===== src/rtl/uart_io_bridge.sv =====
`default_nettype none
// ============================================================================
// Module : uart_io_bridge
// Brief  : Host UART bridge; framed RAM-write commands in, FIFO-buffered OI bytes out.
// Rev    : 1.0  initial release
// ============================================================================
module uart_io_bridge #(
    parameter int         CLKS_PER_BIT   = 5208,
    parameter int         ADDR_W         = 4,
    parameter int         FIFO_DEPTH     = 8,
    parameter logic [7:0] SYNC_BYTE      = 8'hA5,
    parameter int         TIMEOUT_CYCLES = 10*5208*4
) (
    input  logic              clk,
    input  logic              rst,
    input  logic              uart_rxd,
    output logic              uart_txd,
    input  logic [7:0]        out_data,
    input  logic              out_we,
    output logic [ADDR_W-1:0] mem_addr,
    output logic [7:0]        mem_data,
    output logic              mem_we,
    output logic              tx_busy,
    output logic              tx_overflow,
    output logic              rx_error,
    input  logic              err_clr
);
    localparam int CNT_W = $clog2(CLKS_PER_BIT);
    localparam int PTR_W = $clog2(FIFO_DEPTH) + 1;
    localparam int TO_W  = $clog2(TIMEOUT_CYCLES + 1);
    localparam logic [CNT_W-1:0] BIT_LAST  = CNT_W'(CLKS_PER_BIT - 1);
    localparam logic [CNT_W-1:0] HALF_LAST = CNT_W'(CLKS_PER_BIT/2 - 1);
    localparam logic [TO_W-1:0]  TO_MAX    = TO_W'(TIMEOUT_CYCLES);

    localparam logic [1:0] RX_IDLE = 2'd0, RX_START = 2'd1, RX_DATA = 2'd2, RX_STOP = 2'd3;
    localparam logic [1:0] P_SYNC  = 2'd0, P_ADDR   = 2'd1, P_DATA  = 2'd2;
    localparam logic [1:0] TX_IDLE = 2'd0, TX_START = 2'd1, TX_DATA = 2'd2, TX_STOP = 2'd3;

    logic             r_rx_meta, r_rx_sync, r_rx_prev;
    logic [1:0]       r_rx_state;
    logic [CNT_W-1:0] r_rx_cnt;
    logic [2:0]       r_rx_bit;
    logic [7:0]       r_rx_shift;
    logic             r_byte_valid, r_frame_err;

    always_ff @(posedge clk or posedge rst) begin
        if (rst) begin
            r_rx_meta    <= 1'b1;
            r_rx_sync    <= 1'b1;
            r_rx_prev    <= 1'b1;
            r_rx_state   <= RX_IDLE;
            r_rx_cnt     <= '0;
            r_rx_bit     <= '0;
            r_rx_shift   <= '0;
            r_byte_valid <= 1'b0;
            r_frame_err  <= 1'b0;
        end else begin
            r_rx_meta    <= uart_rxd;
            r_rx_sync    <= r_rx_meta;
            r_rx_prev    <= r_rx_sync;
            r_byte_valid <= 1'b0;
            r_frame_err  <= 1'b0;
            case (r_rx_state)
                RX_IDLE: begin
                    if (r_rx_prev && !r_rx_sync) begin
                        r_rx_state <= RX_START;
                        r_rx_cnt   <= '0;
                    end
                end
                RX_START: begin
                    if (r_rx_cnt == HALF_LAST) begin
                        r_rx_cnt   <= '0;
                        r_rx_bit   <= '0;
                        r_rx_state <= r_rx_sync ? RX_IDLE : RX_DATA;
                    end else begin
                        r_rx_cnt <= r_rx_cnt + 1'b1;
                    end
                end
                RX_DATA: begin
                    if (r_rx_cnt == BIT_LAST) begin
                        r_rx_cnt   <= '0;
                        r_rx_shift <= {r_rx_sync, r_rx_shift[7:1]};
                        r_rx_bit   <= r_rx_bit + 1'b1;
                        if (r_rx_bit == 3'd7)
                            r_rx_state <= RX_STOP;
                    end else begin
                        r_rx_cnt <= r_rx_cnt + 1'b1;
                    end
                end
                default: begin
                    if (r_rx_cnt == BIT_LAST) begin
                        r_rx_cnt     <= '0;
                        r_byte_valid <= r_rx_sync;
                        r_frame_err  <= !r_rx_sync;
                        r_rx_state   <= RX_IDLE;
                    end else begin
                        r_rx_cnt <= r_rx_cnt + 1'b1;
                    end
                end
            endcase
        end
    end

    logic [1:0]        r_p_state;
    logic [ADDR_W-1:0] r_addr;
    logic [TO_W-1:0]   r_idle_cnt;
    logic              w_addr_bad, w_addr_err, w_timeout, w_rx_err_set;

    assign w_addr_bad   = (r_rx_shift >> ADDR_W) != 8'd0;
    assign w_addr_err   = r_byte_valid && (r_p_state == P_ADDR) && w_addr_bad;
    assign w_timeout    = !r_byte_valid && !r_frame_err && (r_p_state != P_SYNC)
                          && (r_idle_cnt == TO_MAX);
    assign w_rx_err_set = r_frame_err || w_addr_err || w_timeout;

    always_ff @(posedge clk or posedge rst) begin
        if (rst) begin
            r_p_state  <= P_SYNC;
            r_addr     <= '0;
            r_idle_cnt <= '0;
            mem_we     <= 1'b0;
            mem_addr   <= '0;
            mem_data   <= '0;
        end else begin
            mem_we <= 1'b0;
            if (r_byte_valid)
                r_idle_cnt <= '0;
            else if (r_idle_cnt != TO_MAX)
                r_idle_cnt <= r_idle_cnt + 1'b1;

            if (r_frame_err || w_timeout) begin
                r_p_state <= P_SYNC;
            end else if (r_byte_valid) begin
                case (r_p_state)
                    P_SYNC: if (r_rx_shift == SYNC_BYTE) r_p_state <= P_ADDR;
                    P_ADDR: begin
                        if (w_addr_bad) begin
                            r_p_state <= P_SYNC;
                        end else begin
                            r_addr    <= r_rx_shift[ADDR_W-1:0];
                            r_p_state <= P_DATA;
                        end
                    end
                    P_DATA: begin
                        mem_we    <= 1'b1;
                        mem_addr  <= r_addr;
                        mem_data  <= r_rx_shift;
                        r_p_state <= P_SYNC;
                    end
                    default: r_p_state <= P_SYNC;
                endcase
            end
        end
    end

    logic [7:0]       r_fifo [FIFO_DEPTH];
    logic [PTR_W-1:0] r_wr_ptr, r_rd_ptr;
    logic [1:0]       r_tx_state;
    logic [CNT_W-1:0] r_tx_cnt;
    logic [2:0]       r_tx_bit;
    logic [7:0]       r_tx_shift;
    logic             r_txd, r_tx_tail;
    logic             w_empty, w_full, w_pop, w_push, w_ovf_set, w_tx_last, w_tx_line;

    assign w_empty   = (r_wr_ptr == r_rd_ptr);
    assign w_full    = (r_wr_ptr[PTR_W-2:0] == r_rd_ptr[PTR_W-2:0])
                       && (r_wr_ptr[PTR_W-1] != r_rd_ptr[PTR_W-1]);
    assign w_tx_last = (r_tx_cnt == BIT_LAST);
    // Popping on the last stop cycle lets the next start bit follow with no idle gap.
    assign w_pop     = !w_empty && ((r_tx_state == TX_IDLE) || ((r_tx_state == TX_STOP) && w_tx_last));
    assign w_push    = out_we && (!w_full || w_pop);
    assign w_ovf_set = out_we && w_full && !w_pop;
    assign w_tx_line = (r_tx_state == TX_START) ? 1'b0 :
                       (r_tx_state == TX_DATA)  ? r_tx_shift[0] : 1'b1;

    always_ff @(posedge clk) begin
        if (w_push)
            r_fifo[r_wr_ptr[PTR_W-2:0]] <= out_data;
    end

    always_ff @(posedge clk or posedge rst) begin
        if (rst) begin
            r_wr_ptr   <= '0;
            r_rd_ptr   <= '0;
            r_tx_state <= TX_IDLE;
            r_tx_cnt   <= '0;
            r_tx_bit   <= '0;
            r_tx_shift <= '0;
            r_txd      <= 1'b1;
            r_tx_tail  <= 1'b0;
        end else begin
            r_txd     <= w_tx_line;
            r_tx_tail <= (r_tx_state == TX_STOP) && w_tx_last && !w_pop;
            if (w_push)
                r_wr_ptr <= r_wr_ptr + 1'b1;
            if (w_pop) begin
                r_rd_ptr   <= r_rd_ptr + 1'b1;
                r_tx_shift <= r_fifo[r_rd_ptr[PTR_W-2:0]];
                r_tx_cnt   <= '0;
                r_tx_state <= TX_START;
            end else begin
                case (r_tx_state)
                    TX_IDLE: r_tx_cnt <= '0;
                    TX_START: begin
                        if (w_tx_last) begin
                            r_tx_cnt   <= '0;
                            r_tx_bit   <= '0;
                            r_tx_state <= TX_DATA;
                        end else begin
                            r_tx_cnt <= r_tx_cnt + 1'b1;
                        end
                    end
                    TX_DATA: begin
                        if (w_tx_last) begin
                            r_tx_cnt   <= '0;
                            r_tx_shift <= {1'b0, r_tx_shift[7:1]};
                            r_tx_bit   <= r_tx_bit + 1'b1;
                            if (r_tx_bit == 3'd7)
                                r_tx_state <= TX_STOP;
                        end else begin
                            r_tx_cnt <= r_tx_cnt + 1'b1;
                        end
                    end
                    default: begin
                        if (w_tx_last) begin
                            r_tx_cnt   <= '0;
                            r_tx_state <= TX_IDLE;
                        end else begin
                            r_tx_cnt <= r_tx_cnt + 1'b1;
                        end
                    end
                endcase
            end
        end
    end

    // Line output is registered, so busy is stretched by one cycle to cover the wire tail.
    assign uart_txd = r_txd;
    assign tx_busy  = !w_empty || (r_tx_state != TX_IDLE) || r_tx_tail;

    always_ff @(posedge clk or posedge rst) begin
        if (rst) begin
            rx_error    <= 1'b0;
            tx_overflow <= 1'b0;
        end else begin
            if (w_rx_err_set)
                rx_error <= 1'b1;
            else if (err_clr)
                rx_error <= 1'b0;
            if (w_ovf_set)
                tx_overflow <= 1'b1;
            else if (err_clr)
                tx_overflow <= 1'b0;
        end
    end
endmodule
`default_nettype wire


===== config.mk =====
export PLATFORM = sky130hd
export DESIGN_NAME = uart_io_bridge
export DESIGN_NICKNAME = d
export VERILOG_FILES = /design/src/rtl/uart_io_bridge.sv
export SDC_FILE = /design/constraint.sdc
export NUM_CORES = 1
export LEC_CHECK = 0
export BUFFER_PORTS_ARGS = -buffer_cell sky130_fd_sc_hd__buf_2
export CAP_MARGIN = 20
export CORE_MARGIN = 1.5
export CORE_UTILIZATION = 40
export CTS_BUF_LIST = sky130_fd_sc_hd__clkbuf_2
export DETAILED_ROUTE_END_ITERATION = 12
export GPL_TIMING_DRIVEN = 0
export PLACE_DENSITY = 0.61
export SLEW_MARGIN = 40
export SYNTH_ARGS = -nofsm -noshare
export SYNTH_HDL_FRONTEND = slang
export SYNTH_SLANG_ARGS = --single-unit

===== constraint.sdc =====
create_clock -name clk -period 6.46 [get_ports clk]
set_clock_uncertainty 0.05 [all_clocks]
set_input_delay 0.323 -clock clk [delete_from_list [all_inputs] [get_ports clk]]
set_output_delay 0.323 -clock clk [all_outputs]
set_load 0.05 [all_outputs]

# ---- After elaboration in Yosys (flattened, before gate mapping)
# Memory sizes are Yosys's and may differ from the RTL's.
# Index checks and enable logic that the tools add are counted.
dict set report classes {
  mux 50
  reduce_logical 51
  mul 0
  shifts 0
  n_lt_le_gt_ge 0
  n_addsub 7
  n_eq_ne 27
  div 0
  n_bitwise 3
}
# cell n
set ops {}
lappend ops {{13-bit two-way mux} 6}
lappend ops {{18-bit two-way mux} 2}
lappend ops {{2-bit two-way mux} 15}
lappend ops {{13-bit by 1-bit adder with 13-bit output (second input constant)} 2}
lappend ops {{13-bit == test (second input constant)} 2}
lappend ops {{13-bit one-hot mux with 2 select lines} 1}
lappend ops {{8-bit two-way mux} 3}
lappend ops {{2-bit nonzero test} 10}
lappend ops {{18-bit by 1-bit adder with 18-bit output (second input constant)} 1}
lappend ops {{18-bit == test (second input constant)} 1}
lappend ops {{18-bit inequality test (second input constant)} 1}
lappend ops {{1-bit two-way mux} 14}
lappend ops {{2-bit inequality test (second input constant)} 7}
lappend ops {{13-bit by 12-bit == test with 1-bit output (second input constant)} 1}
lappend ops {{1-bit logical AND} 13}
lappend ops {{3-bit two-way mux} 4}
lappend ops {{2-bit one-hot mux with 3 select lines} 2}
lappend ops {{3-bit one-hot mux with 2 select lines} 2}
lappend ops {{3-bit AND reduction} 3}
lappend ops {{4-bit by 1-bit adder with 4-bit output (second input constant)} 2}
lappend ops {{2-bit == test (second input constant)} 4}
lappend ops {{8-bit == test (second input constant)} 1}
lappend ops {{4-bit AND reduction} 2}
lappend ops {{8-bit nonzero test} 1}
lappend ops {{other kinds (17)} 38}
dict set report totals {
  output_inout_bits 17
  memories 1
  regBits 106
  mem_bits_rw 64
  latchBits 0
  elab_cells 164
  rom_bits 0
  input_bits 13
}
# memory depth width read_ports rd_ports_with_merged_regs write_ports line_no
set memory_table {}
lappend memory_table {r_fifo 8 8 1 0 1 155} ;# logic [7:0] r_fifo [FIFO_DEPTH];

# ---- Logic depth before layout (Yosys ltp)
dict set report depth {
  ltp_word 8
  depth_mapped 6
  mapped_depth_nobuf 6
}

# ---- Worst setup path before layout
# Ideal clock, no wire load.
dict set report synth_path {
  kind {register -> register}
  startpoint {reg r_tx_cnt[0]}
  endpoint {mem r_fifo[4][0] (enable)}
  setup_ns 0.395
  arrival_ns 2.115
  stages_incl_launch_ff 6
  n_path_buf 0
  required_ns 6.015
  synth_period_minus_slack_ns 2.560
  path_slack_ns 3.900
  path_cell_list {dfrtp_1 -> ha_1 -> and4bb_2 -> a41o_1 -> nor2_1 -> nor4_1}
}
dict set report synth_via {
  elab_chain_cells 8
}
# item line_no
set synth_rtl {}
lappend synth_rtl {{from (decl)} 158} ;# logic [CNT_W-1:0] r_tx_cnt;
lappend synth_rtl {{from (signal assigned)} 209} ;# r_tx_cnt <= r_tx_cnt + 1'b1;
lappend synth_rtl {{from (signal assigned)} 220} ;# r_tx_cnt <= r_tx_cnt + 1'b1;
lappend synth_rtl {{from (signal assigned)} 228} ;# r_tx_cnt <= r_tx_cnt + 1'b1;
lappend synth_rtl {{13-bit == test} 167} ;# assign w_tx_last = (r_tx_cnt == BIT_LAST);
lappend synth_rtl {{1-bit logical AND} 169} ;# assign w_pop = !w_empty && ((r_tx_state == TX_IDLE) || ((r_tx_state == TX_STOP) && w_tx_last));
lappend synth_rtl {{1-bit logical OR} 169}
lappend synth_rtl {{1-bit logical AND} 169}
lappend synth_rtl {{1-bit logical OR} 170} ;# assign w_push = out_we && (!w_full || w_pop);
lappend synth_rtl {{1-bit logical AND} 170}
lappend synth_rtl {{1-bit two-way mux} 176} ;# if (w_push)
lappend synth_rtl {{1-bit two-way mux (implied by the code)} 177} ;# r_fifo[r_wr_ptr[PTR_W-2:0]] <= out_data;
lappend synth_rtl {{to (decl)} 155}
# Every way passes these cells.

# ---- Final worst setup path
dict set report layout_path {
  startpoint {reg r_wr_ptr[0]}
  endpoint {out tx_busy}
}
dict set report layout_via {
  elab_chain_cells 4
}
# item line_no
set layout_rtl {}
lappend layout_rtl {{from (decl)} 156} ;# logic [PTR_W-1:0] r_wr_ptr, r_rd_ptr;
lappend layout_rtl {{from (signal assigned)} 194} ;# r_wr_ptr <= r_wr_ptr + 1'b1;
lappend layout_rtl {{4-bit == test} 164} ;# assign w_empty = (r_wr_ptr == r_rd_ptr);
lappend layout_rtl {{1-bit logical NOT} 238} ;# assign tx_busy = !w_empty || (r_tx_state != TX_IDLE) || r_tx_tail;
lappend layout_rtl {{1-bit logical OR (2 in series)} 238}
lappend layout_rtl {{to (decl)} 23} ;# output logic tx_busy,
# Every way passes these cells.

==> results.json <==
{
  "crit_fanout": 7,
  "busiest_layer": "met2",
  "crit_slowest_cell": "nor4_4",
  "fin_crit_ps": 2960,
  "worstSetupEndpoint": "tx_busy",
  "fin_ws_ps": 3500,
  "hpwlAfterDp_um": 9870,
  "hold_buffers": 14,
  "grt_pass1_vias": 4981,
  "path_class": "reg -> out",
  "r2r_start": "r_wr_ptr[0]",
  "synth_fp_nets": 607,
  "met1_usage_pct": 19.5,
  "critical_path.startpoint_type": "flip-flop",
  "crit_buf_inv": 2,
  "track_usage_pct": 15.4,
  "viasPerCell": 5.23,
  "cts_setup_buffers": 0,
  "antenna_found_initial": 0,
  "initial_core_util_pct": 41.1,
  "worst_pin_slew_ps": 787,
  "cts.sinks": 170,
  "cp.depth": 5,
  "leakage_uw": 0.00357,
  "crit_path_end_kind": "primary output",
  "gp_congestion": 0.777,
  "grt_max_degree": 70,
  "fin_crit_sh_pct": 45.9,
  "powerDensity_nw_per_um2": 323,
  "hold_path.class": "in -> reg",
  "synth_edf_count": 64,
  "ys.flop_type": "dfrtp_1",
  "synthCells": 579,
  "cp_top_family": "simple AND/OR/NAND/NOR gates",
  "clock_latency_ps": 720,
  "ys_warn_count": 0,
  "wl_per_cell_um": 15.7,
  "ir_worst_vdd_uv": 134,
  "slew_headroom_pct": 47.5,
  "slowest_delay_ps": 550,
  "final_antenna_net_count": 0,
  "fin_setup_tns_ps": 0,
  "cts_tree": "built",
  "multi_input_area_um2": 3030,
  "rows": 50,
  "clk_pin_slew_worst_paths_ps": 290,
  "synth-seq-cells": 170,
  "hold_viol_final": 0,
  "dr_total_vias": 4804,
  "drtPass1Iterations": 5,
  "core_um2": 18800,
  "crit_arrival_ps": 2590,
  "grt_use_met3_pct": 3.53,
  "port_buffers": 29,
  "async_flop_share_pct": 62.4,
  "setup_viol": 0,
  "grt_pass1_wl_um": 24600,
  "rsz0062_at_grt": "false",
  "r2r-end": "tx_overflow",
  "total_power_uw": 2820,
  "dr.first_iter.drc_count": 251,
  "htreeDepth": 4,
  "clock.fmax_mhz": 338,
  "status": "finished clean",
  "ctsResizeCount": 0,
  "cp_data_required_time_ps": 6090,
  "drc": 0,
  "diodes": 0,
  "drv_cap": 0,
  "rr_worst_depth": 6,
  "hold_slack_ps": 149,
  "startpoint": "r_wr_ptr[0]",
  "grt_use_met2_pct": 26.9,
  "cts_buffers": 17,
  "grt.overflow.total": 0,
  "drive_gt1_share_pct": 22.8,
  "yosysUniqueCellTypes": 71,
  "regToRegSetupSlack_ps": 3630,
  "die_h_um": 142,
  "dp_slack_ps": 3830,
  "final-seq-area_um2": 4580,
  "num-fill-cells": 1696,
  "die_area_um2": 20200,
  "die_x_um": 142,
  "wirelength_um": 14400,
  "clk_path_buf_depth": 2,
  "io-pin-count": 30,
  "cp_cell_sequence": "clkbuf_1 > xor2_1 > nor4_4 > nand3b_1 > buf_2",
  "nets": 674,
  "netlist_area_um2": 7730,
  "syn_to_final_growth_pct": 12.9,
  "cts_root_buffer": "clkbuf_2",
  "yosysSeqAreaShare_pct": 59.2,
  "syn_area_per_cell_um2": 13.4,
  "slew_violations": 0
}
==> metal layers <==
layer  vias up  share of wire (%)
li1       2331                  -
met1      2409                 46
met2        58                 51
met3         6                2.5
met4         0               0.48
met5         -                  0
==> final cells by class <==
type / instances / share of cell area (%)
sequential: 170 / 52.5
multi-input combinational: 371 / 34.7
timing repair buffer: 48 / 3.87
tap: 260 / 3.73
clock inverter: 15 / 2.38
clock buffer: 17 / 0.975
buffer: 18 / 0.946
inverter: 20 / 0.946
==> metrics by stage <==
step	area, um2	std cells	utilization [%]
floorplan	7730	579	-
global placement	8200	868	43.6
detailed placement	8290	873	44.0
CTS	8720	919	46.3
global route	8730	919	46.4
finish	8730	919	46.4
==> sequential cells by signal (all words and copies together), names as in the netlist, 2 cells and up <==
signal      flops
r_rx_cnt       13
r_fifo         64
r_tx_cnt       13
r_rd_ptr        4
mem_addr        4
mem_data        8
r_rx_bit        3
r_p_state       2
r_rx_state      2
r_wr_ptr        4
r_addr          4
r_tx_state      2
r_idle_cnt     18
r_tx_bit        3
r_rx_shift      8
r_tx_shift      8
==> report_power, final <==
part / total, uW / switching [uW] / leakage (uW) / internal, uW
sequential: 1370 / 85.8 / 0.00198 / 1280
clock: 604 / 432 / 0.000164 / 172
combinational: 846 / 495 / 0.00142 / 351
==> cells in the mapped netlist, types with 5 or more instances <==
cell type	instances	area share, %
dfrtp_1	102	33
clkbuf_1	10	0.49
mux2_2	27	3.9
xnor2_1	9	1.0
nor2_1	28	1.4
or4_1	8	0.78
or3_1	8	0.65
mux2i_1	27	3.5
inv_1	20	0.97
nand2_1	32	1.6
ha_1	15	2.4
nand2b_1	5	0.40
o31ai_1	6	0.58
mux4_2	16	4.7
nor2b_1	6	0.49
xor2_1	19	2.2
a21oi_1	18	1.2
nor3_1	13	0.84
nand4_1	11	0.89
nor4_1	8	0.65
o211ai_1	8	0.78
nand3_1	20	1.3
edfxtp_1	64	25
a22o_1	6	0.68
o21ai_0	21	1.4
==> worst min path at each step <==
stage                        to      start  slack [ps]  cells after the start
global placement      r_rx_sync  r_rx_meta         300                      0
global route          r_rx_meta   uart_rxd          10                      2
CTS                   r_rx_meta   uart_rxd          60                      2
floorplan             r_rx_meta   uart_rxd         280                      0
finish                r_rx_meta   uart_rxd         150                      2
detailed placement  mem_data[7]        rst         270                      2
==> worst register-to-register path: stages, from the launching register on <==
cell           delay [ps]
dfrtp_1               420
clkbuf_1              340
xor2_1                190
or4b_4                600
nor2_1                470
a22o_1                200
dlygate4sd3_1         540
==> cells in the final DEF (no fill, tap or decap), types with 10 or more instances in the layout <==
master / n
xor2_1: 19
nand2_1: 32
nor2_1: 25
nand3_1: 20
a21oi_1: 18
nor3_1: 10
clkbuf_1: 10
o21ai_0: 21
ha_1: 15
clkbuf_2: 19
buf_2: 35
inv_1: 19
mux4_2: 16
edfxtp_1: 64
dfrtp_1: 102
dlygate4sd3_1: 14
mux2_2: 27
nand4_1: 11
mux2i_1: 27
==> cells by family after synthesis <==
family / share of synthesized area (%)
and+or+nand+nor: 14.3
DFF: 59.2
AOI/OAI and AO/OA: 6.62
muxes: 12.2
buffers and inverters: 2.04
xor gates and xnor gates: 3.17
adders and majority gates: 2.43
(Power assumes the default switching activity.)
